==> config.mk <==
export PLATFORM = sky130hd
export DESIGN_NAME = ppu_vram_port
export DESIGN_NICKNAME = d
export VERILOG_FILES = /design/src/rtl/ppu_pkg.sv /design/src/rtl/ppu_vaddr_reg.sv /design/src/rtl/ppu_vram_port.sv
export SDC_FILE = /design/constraint.sdc
export NUM_CORES = 1
export LEC_CHECK = 0
export CAP_MARGIN = 20
export CORE_ASPECT_RATIO = 0.6
export CORE_MARGIN = 2
export CORE_UTILIZATION = 43
export DETAILED_ROUTE_END_ITERATION = 6
export PLACE_DENSITY = 0.78
export SLEW_MARGIN = 5
export SYNTH_ARGS = -nofsm -noshare
export SYNTH_HDL_FRONTEND = slang
export SYNTH_SLANG_ARGS = --single-unit
==> constraint.sdc <==
create_clock -name clock -period 3.3 [get_ports clock]
set_input_delay 0.66 -clock clock [delete_from_list [all_inputs] [get_ports clock]]
set_output_delay 0.66 -clock clock [all_outputs]
set_load 0.005 [all_outputs]
==> src/rtl/ppu_pkg.sv <==
// Shared register indices, FSM state type and palette constants for the PPU register port.
package ppu_pkg;

  localparam logic [2:0] REG_CTRL   = 3'd0;
  localparam logic [2:0] REG_STATUS = 3'd2;
  localparam logic [2:0] REG_SCROLL = 3'd5;
  localparam logic [2:0] REG_ADDR   = 3'd6;
  localparam logic [2:0] REG_DATA   = 3'd7;

  localparam logic [5:0]  PAL_PAGE        = 6'h3F;
  localparam logic [13:0] PAL_MIRROR_MASK = 14'h2FFF;

  typedef enum logic {
    ST_IDLE     = 1'b0,
    ST_PAL_FILL = 1'b1
  } state_e;

endpackage

==> src/rtl/ppu_vaddr_reg.sv <==
// VRAM address state: 14-bit v, high-byte latch t_hi, shared write toggle w and the
// PPUCTRL increment select. All updates are single-cycle on the accept edge.
module ppu_vaddr_reg #(
  parameter int INC_SMALL = 1,
  parameter int INC_LARGE = 32
) (
  input  logic        clock,
  input  logic        reset,
  input  logic        ctrl_wr_i,
  input  logic        scroll_wr_i,
  input  logic        addr_wr_i,
  input  logic        status_rd_i,
  input  logic        inc_i,
  input  logic [7:0]  wdata_i,
  output logic [13:0] v_o
);

  localparam logic [13:0] STEP_SMALL = 14'(INC_SMALL);
  localparam logic [13:0] STEP_LARGE = 14'(INC_LARGE);

  logic [13:0] v_q, v_d;
  logic [5:0]  t_hi_q, t_hi_d;
  logic        w_q, w_d;
  logic        inc32_q, inc32_d;
  logic [13:0] step;

  assign step = inc32_q ? STEP_LARGE : STEP_SMALL;
  assign v_o  = v_q;

  always_comb begin
    v_d     = v_q;
    t_hi_d  = t_hi_q;
    w_d     = w_q;
    inc32_d = inc32_q;
    if (ctrl_wr_i)   inc32_d = wdata_i[2];
    if (scroll_wr_i) w_d = ~w_q;
    if (addr_wr_i) begin
      if (!w_q) begin
        t_hi_d = wdata_i[5:0];
        w_d    = 1'b1;
      end else begin
        v_d = {t_hi_q, wdata_i};
        w_d = 1'b0;
      end
    end
    if (status_rd_i) w_d = 1'b0;
    // 14-bit add wraps $3FFF -> $0000 naturally
    if (inc_i) v_d = v_q + step;
  end

  always_ff @(posedge clock) begin
    if (!reset) begin
      v_q     <= '0;
      t_hi_q  <= '0;
      w_q     <= 1'b0;
      inc32_q <= 1'b0;
    end else begin
      v_q     <= v_d;
      t_hi_q  <= t_hi_d;
      w_q     <= w_d;
      inc32_q <= inc32_d;
    end
  end

endmodule

==> src/rtl/ppu_vram_port.sv <==
// CPU-facing PPU register port driving VRAM/palette RAM; PPUDATA reads are buffered.
// PPU_PALETTE_DIRECT_READ_EN: palette-page reads return unbuffered and refill rbuf in a 1-cycle busy state.
module ppu_vram_port
  import ppu_pkg::*;
#(
  parameter int INC_SMALL = 1,
  parameter int INC_LARGE = 32
) (
  input  logic        clock,
  input  logic        reset,
  input  logic        cpu_cs,
  input  logic        cpu_rw,
  input  logic [2:0]  cpu_addr,
  input  logic [7:0]  cpu_wdata,
  output logic [7:0]  cpu_rdata,
  output logic        cpu_busy,
  output logic        vram_we,
  output logic [15:0] vram_w_addr,
  output logic [7:0]  vram_w_data,
  output logic [13:0] vram_r_addr,
  input  logic [7:0]  vram_r_data
);

  state_e      state_q, state_d;
  logic [7:0]  rdata_q, rdata_d;
  logic [7:0]  rbuf_q, rbuf_d;
  logic        we_q, we_d;
  logic [15:0] waddr_q, waddr_d;
  logic [7:0]  wdata_q, wdata_d;
  logic [13:0] pal_base_q, pal_base_d;
  logic [13:0] v;
  logic        accept, wr_acc, rd_acc, data_wr, data_rd, pal_hit;

  assign accept  = cpu_cs && (state_q == ST_IDLE);
  assign wr_acc  = accept && !cpu_rw;
  assign rd_acc  = accept && cpu_rw;
  assign data_wr = wr_acc && (cpu_addr == REG_DATA);
  assign data_rd = rd_acc && (cpu_addr == REG_DATA);

`ifdef PPU_PALETTE_DIRECT_READ_EN
  assign pal_hit = (v[13:8] == PAL_PAGE);
`else
  assign pal_hit = 1'b0;
`endif

  ppu_vaddr_reg #(
    .INC_SMALL(INC_SMALL),
    .INC_LARGE(INC_LARGE)
  ) u_vaddr (
    .clock       (clock),
    .reset       (reset),
    .ctrl_wr_i   (wr_acc && (cpu_addr == REG_CTRL)),
    .scroll_wr_i (wr_acc && (cpu_addr == REG_SCROLL)),
    .addr_wr_i   (wr_acc && (cpu_addr == REG_ADDR)),
    .status_rd_i (rd_acc && (cpu_addr == REG_STATUS)),
    .inc_i       (data_wr || data_rd),
    .wdata_i     (cpu_wdata),
    .v_o         (v)
  );

  assign cpu_rdata   = rdata_q;
  assign cpu_busy    = (state_q == ST_PAL_FILL);
  assign vram_we     = we_q;
  assign vram_w_addr = waddr_q;
  assign vram_w_data = wdata_q;
  assign vram_r_addr = (state_q == ST_PAL_FILL) ? pal_base_q : v;

  always_comb begin
    state_d    = state_q;
    rdata_d    = rdata_q;
    rbuf_d     = rbuf_q;
    we_d       = 1'b0;
    waddr_d    = waddr_q;
    wdata_d    = wdata_q;
    pal_base_d = pal_base_q;
    case (state_q)
      ST_IDLE: begin
        if (data_wr) begin
          we_d    = 1'b1;
          waddr_d = {2'b00, v};
          wdata_d = cpu_wdata;
        end
        if (rd_acc) rdata_d = 8'h00;
        if (data_rd) begin
          if (pal_hit) begin
            rdata_d    = vram_r_data;
            pal_base_d = v & PAL_MIRROR_MASK;
            state_d    = ST_PAL_FILL;
          end else begin
            rdata_d = rbuf_q;
            rbuf_d  = vram_r_data;
          end
        end
      end
      // r_addr points at the nametable byte hidden under the palette this cycle
      ST_PAL_FILL: begin
        rbuf_d  = vram_r_data;
        state_d = ST_IDLE;
      end
      default: state_d = ST_IDLE;
    endcase
  end

  always_ff @(posedge clock) begin
    if (!reset) begin
      state_q    <= ST_IDLE;
      rdata_q    <= '0;
      rbuf_q     <= '0;
      we_q       <= 1'b0;
      waddr_q    <= '0;
      wdata_q    <= '0;
      pal_base_q <= '0;
    end else begin
      state_q    <= state_d;
      rdata_q    <= rdata_d;
      rbuf_q     <= rbuf_d;
      we_q       <= we_d;
      waddr_q    <= waddr_d;
      wdata_q    <= wdata_d;
      pal_base_q <= pal_base_d;
    end
  end

endmodule

# == Yosys cells after proc, flatten, opt, wreduce, memory -nomap -nowiden ==
# Index checks and enable logic that the tools add are counted.
# word_totals
out_inout_bits,48
elab_cells,45
ff_bits,61
# classes
eq_ne,4
add_sub_neg,1
bitwise,2
reduce_logical,18
mux,11
# ops
operator,n
$mux W14,3
$mux W8,3
$add A14 B14 Y14,1
$eq A3 B3 Y1 const B,3
$logic_and A1 B1 Y1,8
$reduce_bool A2 Y1,4
$mux W6,1
$mux W1,4
$reduce_and A2 Y1,2
$eq A3 B2 Y1 const B,1
$logic_not A3 Y1,1
$not A1 Y1,2
$reduce_or A2 Y1,1
$logic_not A1 Y1,1
$logic_or A1 B1 Y1,1

# == Logic depth before layout (Yosys ltp) ==
# depth
depth_word,6
mapped_depth,6
ltp_nobuf,6

# == By module ==
# Synthesis repeated with hierarchy kept, for this count alone.
# hier_totals
cells_unflattened,303
hier_area_um2,2827.7
# by_module_without_submodules
module,area_per_inst_um2,n_inst,cells_per_inst
ppu_vram_port,1617.8,1,167
ppu_vaddr_reg,1209.9,1,136

# == Worst setup path after synthesis ==
# OpenSTA, ideal clock, no wires.
# synth_path
path_kind,in2reg
start,in cpu_rw
end,reg u_vaddr.v_q[6] (netlist: u_vaddr.v_o[6])
slack_ps,1548
t_required_ps,3175
n_path_buf,2
arrival_time_ps,1626
stages,6
cell_sequence,nand3b_1 or2_1 clkbuf_1 buf_2 o21ai_0 a31oi_1
# synth_via
elab_chain_len,6
elab_cells_between_ends,11
cone_classes,mux: 1; reduce/logical: 10
# synth_rtl
element,line_no,source
"start, declared",ppu_vram_port.sv:12,"input logic cpu_rw,"
$logic_not A1 Y1,ppu_vram_port.sv:35,assign wr_acc = accept && !cpu_rw;
$logic_and A1 B1 Y1,ppu_vram_port.sv:35,
$logic_and A1 B1 Y1,ppu_vram_port.sv:37,assign data_wr = wr_acc && (cpu_addr == REG_DATA);
$logic_or A1 B1 Y1,ppu_vram_port.sv:56,".inc_i (data_wr || data_rd),"
$reduce_bool A2 Y1 (no line),n/a,
$reduce_and A2 Y1 (no line),n/a,
"end signal, assigned",ppu_vaddr_reg.sv:58,v_q <= v_d;
"end, declared",ppu_vaddr_reg.sv:21,"logic [13:0] v_q, v_d;"
# Several ways; a longest one is shown, not always the timed one.
# A chain may end at the register's enable or synchronous reset.

# == Worst setup path in the final report ==
# layout_path
start,in cpu_cs
end,reg rbuf_q[1]
# layout_via
elab_chain_len,2
# layout_rtl
element,line_no,source
"start, declared",ppu_vram_port.sv:11,"input logic cpu_cs,"
$logic_and A1 B1 Y1,ppu_vram_port.sv:36,assign rd_acc = accept && cpu_rw;
$logic_and A1 B1 Y1,ppu_vram_port.sv:38,assign data_rd = rd_acc && (cpu_addr == REG_DATA);
"end signal, assigned",ppu_vram_port.sv:116,rbuf_q <= rbuf_d;
"end, declared",ppu_vram_port.sv:26,"logic [7:0] rbuf_q, rbuf_d;"
# Every way passes these cells.

==> impl_metrics.tcl <==
set metrics [dict create \
    viasPerCell 5.27 \
    synth_area_um2 2560 \
    top_level_ports 71 \
    cts_hold_buf 0 \
    drive_above_1_share_pct 7.12 \
    layout_common_cells "clkdlybuf4s50_1, dfxtp_1, nand2_1" \
    worstMarginPinSlew_ns 0.795 \
    fmax_mhz 436 \
    clock_latency_ns 0.35 \
    grt_max_degree 25 \
    setup_viol 0 \
    grt.total_usage_pct 21.3 \
    cts-resized-gates 0 \
    ys_ff_latch 61 \
    post_cts_buffers 0 \
    min_from "vram_w_addr[10]" \
    die_h_um 63.8 \
    final_common_cell "clkdlybuf4s50_1" \
    slew_headroom_pct 46.9 \
    synth_area_leaders "dfxtp_1, nand2_1, mux2i_1" \
    layout_min_cycle_time_ns 2.29 \
    clkSlewWorstSetupHoldPaths_ns 0.06 \
    fin_area_um2 3530 \
    synth_top_cell_by_area "dfxtp_1" \
    vdd_ir_drop_max_uv 259 \
    synth_top_area_share_pct 47.7 \
    dpl.hpwl_um 4690 \
    skew_ns 0.0108 \
    outcome "finished clean" \
    max_stage_delay_ns 0.71 \
    fin_hold_ws_ns 0.453 \
    drt_first_pass_iters 5 \
    critPathArrivalTime_ns 2.50 \
    areaGrowthSynthToFinish_pct 37.7 \
    avgSynthCellArea_um2 8.66 \
    antenna_cells 0 \
    die_x_um 104 \
    reg2reg_depth 5 \
    die-area_um2 6610 \
    cts.sinks 61 \
    cts_root_buf "clkbuf_8" \
    final-hold-violation-count 0 \
    drt_wl_total_um 6820 \
    grt_pass1_wl_um 10900 \
    drv_cap 0 \
    numCtsBuffers 9 \
    path_cells "clkdlybuf4s50_1 > nand2_1 > nor2_2 > mux2i_1 > nor2_1" \
    clockBufferDepth 2 \
    drcViolationCount 0 \
    port_buffers 67 \
    fin_nets 386 \
    fin_setup_tns_ns 0 \
    ys_seq_area_share_pct 47.7 \
    leakage_nw 1.19 \
    overflow 0 \
    slew_viol_final 0 \
    wl_per_cell_um 15.3 \
    layout_setup_ws_ns 1.01 \
    rows 21 \
    synthCells 296 \
    hold_path_class "reg -> reg" \
    via_count 2345 \
    yosysUniqueCellTypes 43 \
    cp_max_fo 16 \
    cts_max_level 3 \
    regToRegStartpoint "u_vaddr.v_o[0]" \
    cts_tree "built" \
    crit_type "in -> reg" \
    ys_warn_count 0 \
    grt_pass1_vias 2128 \
    crit_required_ns 3.51 \
    holdPathStages 2 \
    cp-end-kind "flip-flop" \
    rsz0062_at_grt "no" \
    powerDensity_nw_per_um2 477 \
    crit_slowest_cell "nor2_2" \
    place_ws_ns 0.682 \
    start_kind "primary input" \
    total_power_mw 1.68 \
    place.gp.congestion 0.859 \
    antenna_found_initial 0 \
    startpoint "cpu_cs" \
    core_um2 5680 \
    placed_area_um2 3270 \
    drtAntennaViolNets 0 \
    start_util_pct 45.1 \
    fin_crit_sh_pct 69.5 \
    drt_iter0_markers 177 \
]
[final timing paths]
path,end,slack [ns]
setup / recovery,rbuf_q[1],1.01
hold / removal,vram_w_addr[10],0.45
hold reg to reg,vram_w_addr[10],0.45
setup reg to reg,u_vaddr.v_o[8],1.37
[worst max-delay path, delay by kind of cell]
kind / cells / cell delay (ns)
AND/OR/NAND/NOR: 3 / 1.04
multiplexers: 1 / 0.27
buffers and inverters: 1 / 0.54
[per-stage QoR]
step           cells  util, %
2_1_floorplan    298        -
3_3_place_gp     429     57.6
3_5_place_dp     429     57.6
4_1_cts          445     62.2
5_1_grt          445     62.2
6_report         445     62.2
[state kept, by name, summed over array words and instances (netlist names)]
signal / flops
rbuf_q: 8
u_vaddr.inc32_q: 1
u_vaddr.w_q: 1
u_vaddr.t_hi_q: 6
vram_w_addr: 14
vram_we: 1
u_vaddr.v_o: 14
vram_w_data: 8
cpu_rdata: 8
[logic make-up (layout without fill, tap and decap cells)]
kind of cell    after synthesis  after routing  synth area share, %
buf+inv                      24             91                 5.03
mux                          15             15                 5.86
compound gates               64             64                 16.5
xor+xnor                      3              3                 1.03
flops                        61             61                 47.7
other cells                   1              3                0.146
simple gates                125            125                 22.4
fa+ha+maj                     3              3                 1.46
[final cells by class]
class	instances	area [µm²]
well taps	80	100
fillers	495	2150
multi-input cells	213	1220
flip-flops and latches	61	1220
clock buffers	13	169
inverters	4	15.0
clock inverters	3	90.1
repair buffers	71	713
[cells in the mapped netlist]
| cell | instances |
|---|---|
| dfxtp_1 | 61 |
| nand2_1 | 56 |
| nor2_1 | 29 |
| a21oi_1 | 26 |
| mux2i_1 | 15 |
| clkbuf_1 | 11 |
| a22oi_1 | 10 |
| a31oi_1 | 8 |
| nand3_1 | 8 |
| o21ai_0 | 6 |
| nor3_1 | 5 |
| buf_4 | 4 |
| inv_1 | 4 |
| nand2b_1 | 4 |
| o311ai_0 | 4 |
| or4_1 | 4 |
| buf_2 | 3 |
| ha_1 | 3 |
| nand4_1 | 3 |
| and4_1 | 2 |
| clkbuf_8 | 2 |
| nand3b_1 | 2 |
| nor2_2 | 2 |
| nor4_1 | 2 |
| o221ai_1 | 2 |
| or3_1 | 2 |
| xnor2_1 | 2 |
| a211oi_1 | 1 |
| a21boi_0 | 1 |
| a41oi_4 | 1 |
| and2_1 | 1 |
| and3_4 | 1 |
| conb_1 | 1 |
| nor3b_1 | 1 |
| o211ai_1 | 1 |
| o21a_1 | 1 |
| o31a_1 | 1 |
| o31a_2 | 1 |
| o31ai_1 | 1 |
| or2_1 | 1 |
| or2_2 | 1 |
| or3_2 | 1 |
| xor2_1 | 1 |
[layer usage]
layer / wire, µm / up-vias / GRT usage (%)
met5: 0 / - / 0
met4: 65 / 0 / 7.60
met1: 3320 / 1079 / 30.1
met3: 703 / 8 / 9.18
met2: 2730 / 93 / 28.7
li1: - / 1165 / -
[power by group]
part / leakage [nW] / total (mW) / internal, mW / switching [mW]
sequential: 0.492 / 0.746 / 0.741 / 0.00424
clock: 0.130 / 0.852 / 0.564 / 0.288
combinational: 0.570 / 0.0857 / 0.0411 / 0.0445
Note: power is estimated with default switching activity, not from simulation.
